$ cat config.mk
export PLATFORM = sky130hd
export DESIGN_NAME = sine_voice_scheduler
export DESIGN_NICKNAME = d
export VERILOG_FILES = /design/src/rtl/sine_sched_pkg.sv /design/src/rtl/sine_phase_fold.sv /design/src/rtl/sine_voice_scheduler.sv
export SDC_FILE = /design/constraint.sdc
export NUM_CORES = 1
export LEC_CHECK = 0
export ABC_AREA = 1
export BUFFER_PORTS_ARGS = -buffer_cell sky130_fd_sc_hd__clkbuf_2
export CORE_ASPECT_RATIO = 1.2
export CORE_MARGIN = 2
export CORE_UTILIZATION = 55
export CTS_CLUSTER_SIZE = 24
export DETAILED_ROUTE_END_ITERATION = 10
export PLACE_DENSITY = 0.8
export SLEW_MARGIN = 0
export SYNTH_ARGS = -nofsm -noshare
export SYNTH_HDL_FRONTEND = slang
export SYNTH_SLANG_ARGS = --single-unit
$ cat constraint.sdc
create_clock -name clk -period 3 [get_ports clk]
set_input_delay 0.15 -clock clk [delete_from_list [all_inputs] [get_ports clk]]
set_output_delay 0.15 -clock clk [all_outputs]
set_load 0.01 [all_outputs]
$ cat src/rtl/sine_sched_pkg.sv
// Shared types and helpers for the time-multiplexed sine voice scheduler:
// FSM states, the ROM-read tag, the frame-length formula and the phase fold.
package sine_sched_pkg;

  typedef enum logic [1:0] {
    IDLE,
    ISSUE,
    DRAIN,
    DONE
  } state_t;

  // Widest phase the fold helpers accept; voice ids cover up to 16 voices.
  localparam int MAX_PHASE = 32;
  localparam int VOICE_W   = 4;

  typedef logic [$clog2(MAX_PHASE)-1:0] bit_idx_t;

  // Travels alongside each table read so the capture stage knows what to do.
  typedef struct packed {
    logic               valid;
    logic               neg;
    logic               en;
    logic [VOICE_W-1:0] voice;
  } tag_t;

  // Cycles from the strobe edge to the edge that raises out_valid.
  function automatic int frame_len(input int nvoices, input int rom_latency);
    return nvoices + rom_latency + 2;
  endfunction

  localparam int DEFAULT_FRAME_LEN = frame_len(4, 1);

  // Quarter-wave fold: the second-highest phase bit selects the mirrored
  // (descending) half of the quarter, the next tsize bits address the table.
  function automatic logic [MAX_PHASE-1:0] fold_index(
    input logic [MAX_PHASE-1:0] phase,
    input int                   psize,
    input int                   tsize
  );
    logic [MAX_PHASE-1:0] idx;
    logic                 mirror;
    idx    = '0;
    mirror = phase[bit_idx_t'(psize - 2)];
    for (int k = 0; k < MAX_PHASE; k++) begin
      if (k < tsize) idx[k] = phase[bit_idx_t'(psize - 2 - tsize + k)] ^ mirror;
    end
    return idx;
  endfunction

  // The top phase bit selects the negative half-wave.
  function automatic logic fold_negate(
    input logic [MAX_PHASE-1:0] phase,
    input int                   psize
  );
    return phase[bit_idx_t'(psize - 1)];
  endfunction

endpackage

$ cat src/rtl/sine_phase_fold.sv
// Combinational phase-to-quarter-table mapping: table index plus negate flag.
// Usable by any generator built around a quarter-wave magnitude table.
module sine_phase_fold
  import sine_sched_pkg::*;
#(
  parameter int PHASESIZE = 16,
  parameter int TABLESIZE = 9
) (
  input  logic [PHASESIZE-1:0] phase,
  output logic [TABLESIZE-1:0] index,
  output logic                 negate
);

  logic [MAX_PHASE-1:0] wide_phase;

  assign wide_phase = MAX_PHASE'(phase);

  always_comb begin
    index  = TABLESIZE'(fold_index(wide_phase, PHASESIZE, TABLESIZE));
    negate = fold_negate(wide_phase, PHASESIZE);
  end

endmodule

$ cat src/rtl/sine_voice_scheduler.sv
// Shares one registered quarter-wave sine ROM among NVOICES oscillators,
// one table read per cycle, and publishes all samples with one valid pulse.
// Build option PHASE_SYNC_EN adds a per-voice phase_sync restart input.
module sine_voice_scheduler
  import sine_sched_pkg::*;
#(
  parameter int BITSIZE     = 24,
  parameter int PHASESIZE   = 16,
  parameter int TABLESIZE   = 9,
  parameter int NVOICES     = 4,
  parameter int ROM_LATENCY = 1
) (
  input  logic                         clk,
  input  logic                         rst,
  input  logic                         sample_strobe,
  input  logic [NVOICES*PHASESIZE-1:0] freq,
  input  logic [NVOICES-1:0]           enable,
`ifdef PHASE_SYNC_EN
  input  logic [NVOICES-1:0]           phase_sync,
`endif
  output logic [TABLESIZE-1:0]         table_index,
  input  logic [BITSIZE-1:0]           table_data,
  output logic [NVOICES*BITSIZE-1:0]   out,
  output logic                         out_valid,
  output logic                         busy,
  output logic                         overrun
);

  localparam int CNT_W = (NVOICES > 1) ? $clog2(NVOICES) : 1;

  state_t               state_q, state_d;
  logic [CNT_W-1:0]     issue_cnt;
  logic [PHASESIZE-1:0] phase [NVOICES];
  tag_t                 tag_pipe [ROM_LATENCY+1];

  logic [PHASESIZE-1:0] issue_phase;
  logic                 issue_en;
  logic [TABLESIZE-1:0] fold_idx;
  logic                 fold_neg;
  tag_t                 new_tag;
  tag_t                 cap;
  logic                 start;
  logic                 issuing;
  logic                 last_issue;
  logic                 last_capture;

  // Tag leaving the pipeline lines up with the table_data for that voice.
  assign cap          = tag_pipe[ROM_LATENCY];
  assign last_issue   = (issue_cnt == CNT_W'(NVOICES - 1));
  assign last_capture = cap.valid && (cap.voice == VOICE_W'(NVOICES - 1));

  always_comb begin
    issue_phase = phase[0];
    issue_en    = enable[0];
    for (int v = 1; v < NVOICES; v++) begin
      if (issue_cnt == CNT_W'(v)) begin
        issue_phase = phase[v];
        issue_en    = enable[v];
      end
    end
  end

  sine_phase_fold #(
    .PHASESIZE(PHASESIZE),
    .TABLESIZE(TABLESIZE)
  ) u_fold (
    .phase (issue_phase),
    .index (fold_idx),
    .negate(fold_neg)
  );

  always_comb begin
    new_tag       = '0;
    new_tag.valid = issuing;
    new_tag.neg   = fold_neg;
    new_tag.en    = issue_en;
    new_tag.voice = VOICE_W'(issue_cnt);
  end

  // NOTE: every output of a combinational process gets a default before the
  // case, so no path leaves a value unassigned and no latch is inferred.
  always_comb begin
    state_d = state_q;
    start   = 1'b0;
    issuing = 1'b0;
    unique case (state_q)
      IDLE: begin
        if (sample_strobe) begin
          start   = 1'b1;
          state_d = ISSUE;
        end
      end
      ISSUE: begin
        issuing = 1'b1;
        if (last_issue) state_d = DRAIN;
      end
      DRAIN: begin
        if (last_capture) state_d = DONE;
      end
      DONE:    state_d = IDLE;
      default: state_d = IDLE;
    endcase
  end

  // NOTE: sequential state uses non-blocking assignments only, so every
  // register samples pre-edge values regardless of statement order.
  always_ff @(posedge clk) begin
    if (rst) begin
      state_q     <= IDLE;
      issue_cnt   <= '0;
      table_index <= '0;
      out         <= '0;
      out_valid   <= 1'b0;
      busy        <= 1'b0;
      overrun     <= 1'b0;
      // NOTE: the phase array is small and its reset value is architectural
      // (voices restart from phase 0), so it is reset like ordinary flops.
      for (int v = 0; v < NVOICES; v++) phase[v] <= '0;
      for (int s = 0; s <= ROM_LATENCY; s++) tag_pipe[s] <= '0;
    end else begin
      state_q   <= state_d;
      out_valid <= (state_q == DONE);

      if (sample_strobe && busy) overrun <= 1'b1;

      if (start) begin
        busy      <= 1'b1;
        issue_cnt <= '0;
        for (int v = 0; v < NVOICES; v++) begin
`ifdef PHASE_SYNC_EN
          phase[v] <= phase_sync[v] ? freq[v*PHASESIZE +: PHASESIZE]
                                    : phase[v] + freq[v*PHASESIZE +: PHASESIZE];
`else
          phase[v] <= phase[v] + freq[v*PHASESIZE +: PHASESIZE];
`endif
        end
      end

      if (state_q == DONE) busy <= 1'b0;

      if (issuing) begin
        table_index <= fold_idx;
        issue_cnt   <= issue_cnt + 1'b1;
      end

      tag_pipe[0] <= new_tag;
      for (int s = 1; s <= ROM_LATENCY; s++) tag_pipe[s] <= tag_pipe[s-1];

      for (int v = 0; v < NVOICES; v++) begin
        if (cap.valid && (cap.voice == VOICE_W'(v))) begin
          out[v*BITSIZE +: BITSIZE] <= !cap.en ? '0
                                     : (cap.neg ? -table_data : table_data);
        end
      end
    end
  end

endmodule

== Yosys cells after proc, flatten, opt, wreduce, memory -nomap -nowiden ==
Memories as Yosys holds them, arrays and structs flattened.
Index checks and enable logic that the tools add are counted.
Storage, ports and cells
  bits in registers: 112
  memory bits (writable): 78
  output and inout bits: 108
  memories: 2
Memory list
  phase: words 4, width 16, rd ports 4, clocked after memory_dff 0, write ports 4, RTL line sine_voice_scheduler.sv:33  | logic [PHASESIZE-1:0] phase [NVOICES];
  tag_pipe: words 2, width 7, rd ports 2, clocked after memory_dff 0, write ports 2, RTL line sine_voice_scheduler.sv:34  | tag_t tag_pipe [ROM_LATENCY+1];
Cells by class
  add/sub/neg operators: 6
  equal/unequal tests: 12
  muxes and demuxes: 29
  bitwise operators: 15
  reduce and logical (&&, ||, !) cells: 10
Operator list (count)
  16-bit 2-to-1 mux: 7
  16-bit adder: 4
  24-bit 2-to-1 mux: 2
  24-bit negator: 1
  7-bit 2-to-1 mux: 2
  1-bit 2-to-1 mux: 12
  2-bit 2-to-1 mux: 5
  1-bit bitwise XOR: 9
  2-bit == test (second input constant): 4
  4-bit by 2-bit == test with 1-bit output (second input constant): 2
  2-bit one-hot mux with 4 select lines: 1
  2-bit inequality test (second input constant): 3
  1-bit bitwise OR: 6
  1-bit logical AND: 5
  2-bit by 1-bit == test with 1-bit output (second input constant): 2
  4-bit by 1-bit == test with 1-bit output (second input constant): 1
  4-bit logical NOT: 1
  3-bit AND reduction: 1
  2-bit by 1-bit adder with 2-bit output (second input constant): 1
  2-bit logical NOT: 1
  2-bit nonzero test: 1
  2-bit OR reduction: 1

== Depth between registers and ports, before layout ==
  depth after elaboration: 6
  depth in mapped cells: 11
  mapped depth without buffers: 11

== Cells and area by module ==
A second synthesis with hierarchy kept.
Second synthesis, totals
  cells, all modules: 1435
  area total of the unflattened synthesis: 10836.6 um2
By module, submodules not included
  sine_voice_scheduler: instances 1, cells each 1396, area each 10679.0 um2
  sine_phase_fold: instances 1, cells each 39, area each 157.7 um2

== Worst setup path before layout ==
Ideal clock, no wire load.
  path type: flip-flop to flip-flop
  start: register state_q[0]
  end: memory phase[0][0] (enable)
  data arrival time: 1830 ps
  path slack: 479 ps
  stages on the path, launching flop included: 5
  path buffers: 0
  period minus slack after synthesis: 2521 ps
  path through: dfxtp_1 > inv_1 > ha_1 > nand2_1 > nand2_1
RTL lines
  start, declared: RTL line sine_voice_scheduler.sv:31  | state_t state_q, state_d;
  start signal, assigned: RTL line sine_voice_scheduler.sv:121  | state_q <= state_d;
  end, declared: RTL line sine_voice_scheduler.sv:33

== Worst setup path in the final report ==
  start: register issue_cnt[0]
  end: register table_index[7]
Between the ends
  longest elaborated chain between the ends: 5
  elaborated cells between the ends (all ways): 7
Ends and longest elaborated chain
  start, declared: RTL line sine_voice_scheduler.sv:32  | logic [CNT_W-1:0] issue_cnt;
  start signal, assigned: RTL line sine_voice_scheduler.sv:143  | issue_cnt <= issue_cnt + 1'b1;
  2-bit by 1-bit == test with 1-bit output: RTL line sine_voice_scheduler.sv:56  | if (issue_cnt == CNT_W'(v)) begin
  16-bit 2-to-1 mux (2 in a row): RTL line sine_voice_scheduler.sv:56
  16-bit 2-to-1 mux (*): RTL line sine_voice_scheduler.sv:56
  1-bit bitwise XOR (*): RTL line sine_sched_pkg.sv:45  | if (k < tsize) idx[k] = phase[bit_idx_t'(psize - 2 - tsize + k)] ^ mirror;
  end signal, assigned: RTL line sine_voice_scheduler.sv:142  | table_index <= fold_idx;
  end, declared: RTL line sine_voice_scheduler.sv:21  | output logic [TABLESIZE-1:0] table_index,
Mark *: on every way between the ends. The rest lies on a longest branch, timed or not.
A chain may end at the register's enable or synchronous reset.

==> summary.json <==
{
  "number_of_global_route_vias_before_repair": 9270,
  "max-vdd-ir-drop_mv": 0.494,
  "grt_overflow_total": 0,
  "drt_first_iter_violations": 790,
  "floorplan.die.height_um": 156,
  "cts_repair_resize_count": 0,
  "async_reset_ff_share_pct": 0,
  "period_share_pct": 81.1,
  "ys_seq_elements": 186,
  "cap_violations": 0,
  "synth_area_per_cell_sq_um": 7.77,
  "drt_pass1_iterations": 6,
  "ys_types": 45,
  "core-area_sq_mm": 0.0189,
  "min_from": "sample_strobe",
  "timing.reg2reg.setup_slack_ns": 0.57,
  "ys_dominant_reg_cell": "sky130_fd_sc_hd__dfxtp_1",
  "postLayoutCellArea_sq_mm": 0.0124,
  "worst_hold_path.endpoint": "overrun$_SDFFE_PP0P_",
  "worst_path_dominant_cell_family": "compound AO/OA/AOI/OAI gates",
  "ys_warn_count": 0,
  "cp_common_cell": "sky130_fd_sc_hd__inv_1",
  "post_synth_top_area_share_pct": 23.2,
  "tritoncts.num_buffers": 17,
  "worst-endpoint-arrival_ns": 2.73,
  "cts.clk_slew.worst_paths_ns": 0.07,
  "max_freq_mhz": 411,
  "fin_crit_ns": 2.43,
  "power_density_mw_per_mm2": 739,
  "syn_inst": 1356,
  "cts_max_path_buffers": 2,
  "timing.critical_path.slowest_stage_cell": "sky130_fd_sc_hd__o21ai_1",
  "drcViolationCount": 0,
  "die-width_um": 130,
  "drive_above_1_share_pct": 18.6,
  "tritoncts": "yes",
  "fin_tns_setup_ns": 0,
  "synth_top_area_cell": "sky130_fd_sc_hd__dfxtp_1",
  "routabilityCongestion": 0.924,
  "grt_start_max_net_pins": 109,
  "postRouteWirelength_mm": 28.3,
  "detailedPlacementHpwl_mm": 21.2,
  "clk_root_buffer_cell": "sky130_fd_sc_hd__clkbuf_16",
  "number_of_antenna_violations_at_the_first_check_in_global_routing": 0,
  "synthesis.area_sq_mm": 0.0105,
  "vias": 10000,
  "dpl-instance-area_sq_mm": 0.0118,
  "post_dr_vias_cell": 5.55,
  "clk_latency_ns": 0.44,
  "path_buf_inv": 2,
  "max_slew_margin_pct": 33.9,
  "critPathKind": "reg -> reg",
  "worstHoldPathCells": 3,
  "gr-usage-all-layers_pct": 27.5,
  "grt_first_pass_wirelength_mm": 44.4,
  "finalSetupViolations": 0,
  "crit_chain": "inv_1, ha_1, inv_1, o21ai_0, o21ai_1, xor2_1, a21oi_1",
  "rr_worst_depth": 7,
  "synth.top_cells.by_area": "sky130_fd_sc_hd__dfxtp_1 23%, sky130_fd_sc_hd__edfxtp_1 18%, sky130_fd_sc_hd__a21oi_1 10%, sky130_fd_sc_hd__ha_1 8.2%, sky130_fd_sc_hd__nand2_1 7.7%",
  "crit_fanout": 13,
  "io-pin-count": 203,
  "p_leak_nw": 5.78,
  "min-delay-path-class": "in -> reg",
  "drtAntennaViolNets": 0,
  "hold_violations": 0,
  "p_total_w": 0.00914,
  "max_slew_violations": 0,
  "timing.critical_path.slowest_cell_delay_ns": 0.78,
  "numPortBuffers": 202,
  "diodes": 0,
  "final_nets": 1705,
  "detail_route.wl_per_cell_um": 15.7,
  "r2r_end": "table_index[7]$_SDFFE_PP0P_",
  "standard_cell_rows": 55,
  "synth_common_cells": "217 x sky130_fd_sc_hd__a21oi_1, 217 x sky130_fd_sc_hd__nand2_1, 147 x sky130_fd_sc_hd__o21ai_0",
  "worst_pin_slew_ns": 0.984,
  "ys_seq_area_share_pct": 41.4,
  "mappedNetlistNets": 1524,
  "htreeDepth": 4,
  "number_of_flops_mapped_to_enable_cells_by_yosys": 64,
  "start_kind": "flop",
  "n_fill_cell": 1697,
  "area_of_the_die_sq_mm": 0.0203,
  "run_status": "complete, no violations",
  "numClockSinks": 186,
  "critPathRequiredTime_ns": 3.30,
  "grt_setup_unrepaired": "false",
  "area_growth_pct": 17.3,
  "floorplan.initialDensity_pct": 55.9,
  "crit-reg2reg-launch": "issue_cnt[0]$_SDFFE_PP0P_",
  "critical_path.endpoint_type": "flop",
  "clock-skew-final_ns": 0.0133
}
power by group:
group          total, W  internal [W]  switching, W  leakage, nW
clock           0.00228       0.00113       0.00115        0.293
combinational   0.00347       0.00125       0.00222         3.81
sequential      0.00339       0.00309      0.000307         1.67
stage by stage:
stage               cells  worst slack, ns  hold slack, ns  utilization, %
global placement     1773            0.688           0.390            62.3
CTS                  1806            0.598          0.0374            65.6
finish               1806            0.568          0.0444            65.6
detailed placement   1773            0.588           0.392            62.3
floorplan            1356            0.479           0.295               -
global route         1806            0.391          0.0624            65.6
logic make-up after synthesis:
logic type,share of synthesized area [%]
adders and majority gates,8.95
DFF,41.4
buffers and inverters,6.30
AOI/OAI and AO/OA,21.8
xor gates and xnor gates,1.74
and+or+nand+nor,19.8
how the worst max path moves through the flow:
stage                              startpoint                          end  cells past startpoint
floorplan             state_q[0]$_SDFFE_PP0P_    phase[0][0]$_SDFFCE_PN0P_                      4
global placement    issue_cnt[0]$_SDFFE_PP0P_  table_index[6]$_SDFFE_PP0P_                      7
detailed placement  issue_cnt[0]$_SDFFE_PP0P_  table_index[7]$_SDFFE_PP0P_                      7
CTS                 issue_cnt[0]$_SDFFE_PP0P_  table_index[7]$_SDFFE_PP0P_                      7
global route        issue_cnt[0]$_SDFFE_PP0P_  table_index[7]$_SDFFE_PP0P_                      7
finish              issue_cnt[0]$_SDFFE_PP0P_  table_index[7]$_SDFFE_PP0P_                      7
metal layers:
layer  vias to the layer above  global-route usage, %  share of wire, %
met5                         -                      0                 0
met4                         0                   11.7               3.6
met3                        68                   4.36               7.1
met2                       353                   48.1                48
met1                      4532                   33.3                41
li1                       5067                      -                 -
flip-flops by register name (all words and copies together), names as in the netlist:
| name | flops |
|---|---|
| tag_pipe | 10 |
| phase | 64 |
| overrun | 1 |
| out_valid | 1 |
| busy | 1 |
| issue_cnt | 2 |
| state_q | 2 |
| table_index | 9 |
| out | 96 |
area by class of cell:
type / count / area (sq um) / area share, %
Clock buffer: 17 / 425 / 3.44
Clock inverter: 15 / 178 / 1.44
Inverter: 116 / 435 / 3.52
Multi-Input combinational cell: 1002 / 5530 / 44.7
Sequential cell: 186 / 4360 / 35.3
Tap cell: 256 / 320 / 2.59
Timing Repair Buffer: 214 / 1120 / 9.03
worst reg2reg max path, cell delays in order (launching register included):
cell,delay [ns]
sky130_fd_sc_hd__dfxtp_1,0.37
sky130_fd_sc_hd__inv_1,0.09
sky130_fd_sc_hd__ha_1,0.34
sky130_fd_sc_hd__inv_1,0.31
sky130_fd_sc_hd__o21ai_0,0.12
sky130_fd_sc_hd__o21ai_1,0.78
sky130_fd_sc_hd__xor2_1,0.21
sky130_fd_sc_hd__a21oi_1,0.09
what timing repair did:
action	in CTS	in global routing
hold endpoints to repair	1	0
setup endpoints to repair	0	0
hold buffers	1	0
buffers inserted	0	0
layout by cell type (no fill, tap or decap), drive strengths merged, types with 2 or more instances in the layout:
master,synthesis,routed
nand4,7,7
clkinv,4,13
nor3,5,5
dfxtp,122,122
o211ai,13,13
inv,112,118
a21o,17,17
fa,4,4
nor2,110,110
nand3,110,110
nand3b,9,9
clkbuf,25,219
ha,69,69
a21oi,219,219
nand2,222,222
o21ai,170,170
buf,27,11
xor2,16,16
a31oi,2,2
a21boi,6,6
nor4,4,4
or2,7,7
edfxtp,64,64
a211oi,2,2
xnor2,5,5
Power figures use the tool's default switching activity.
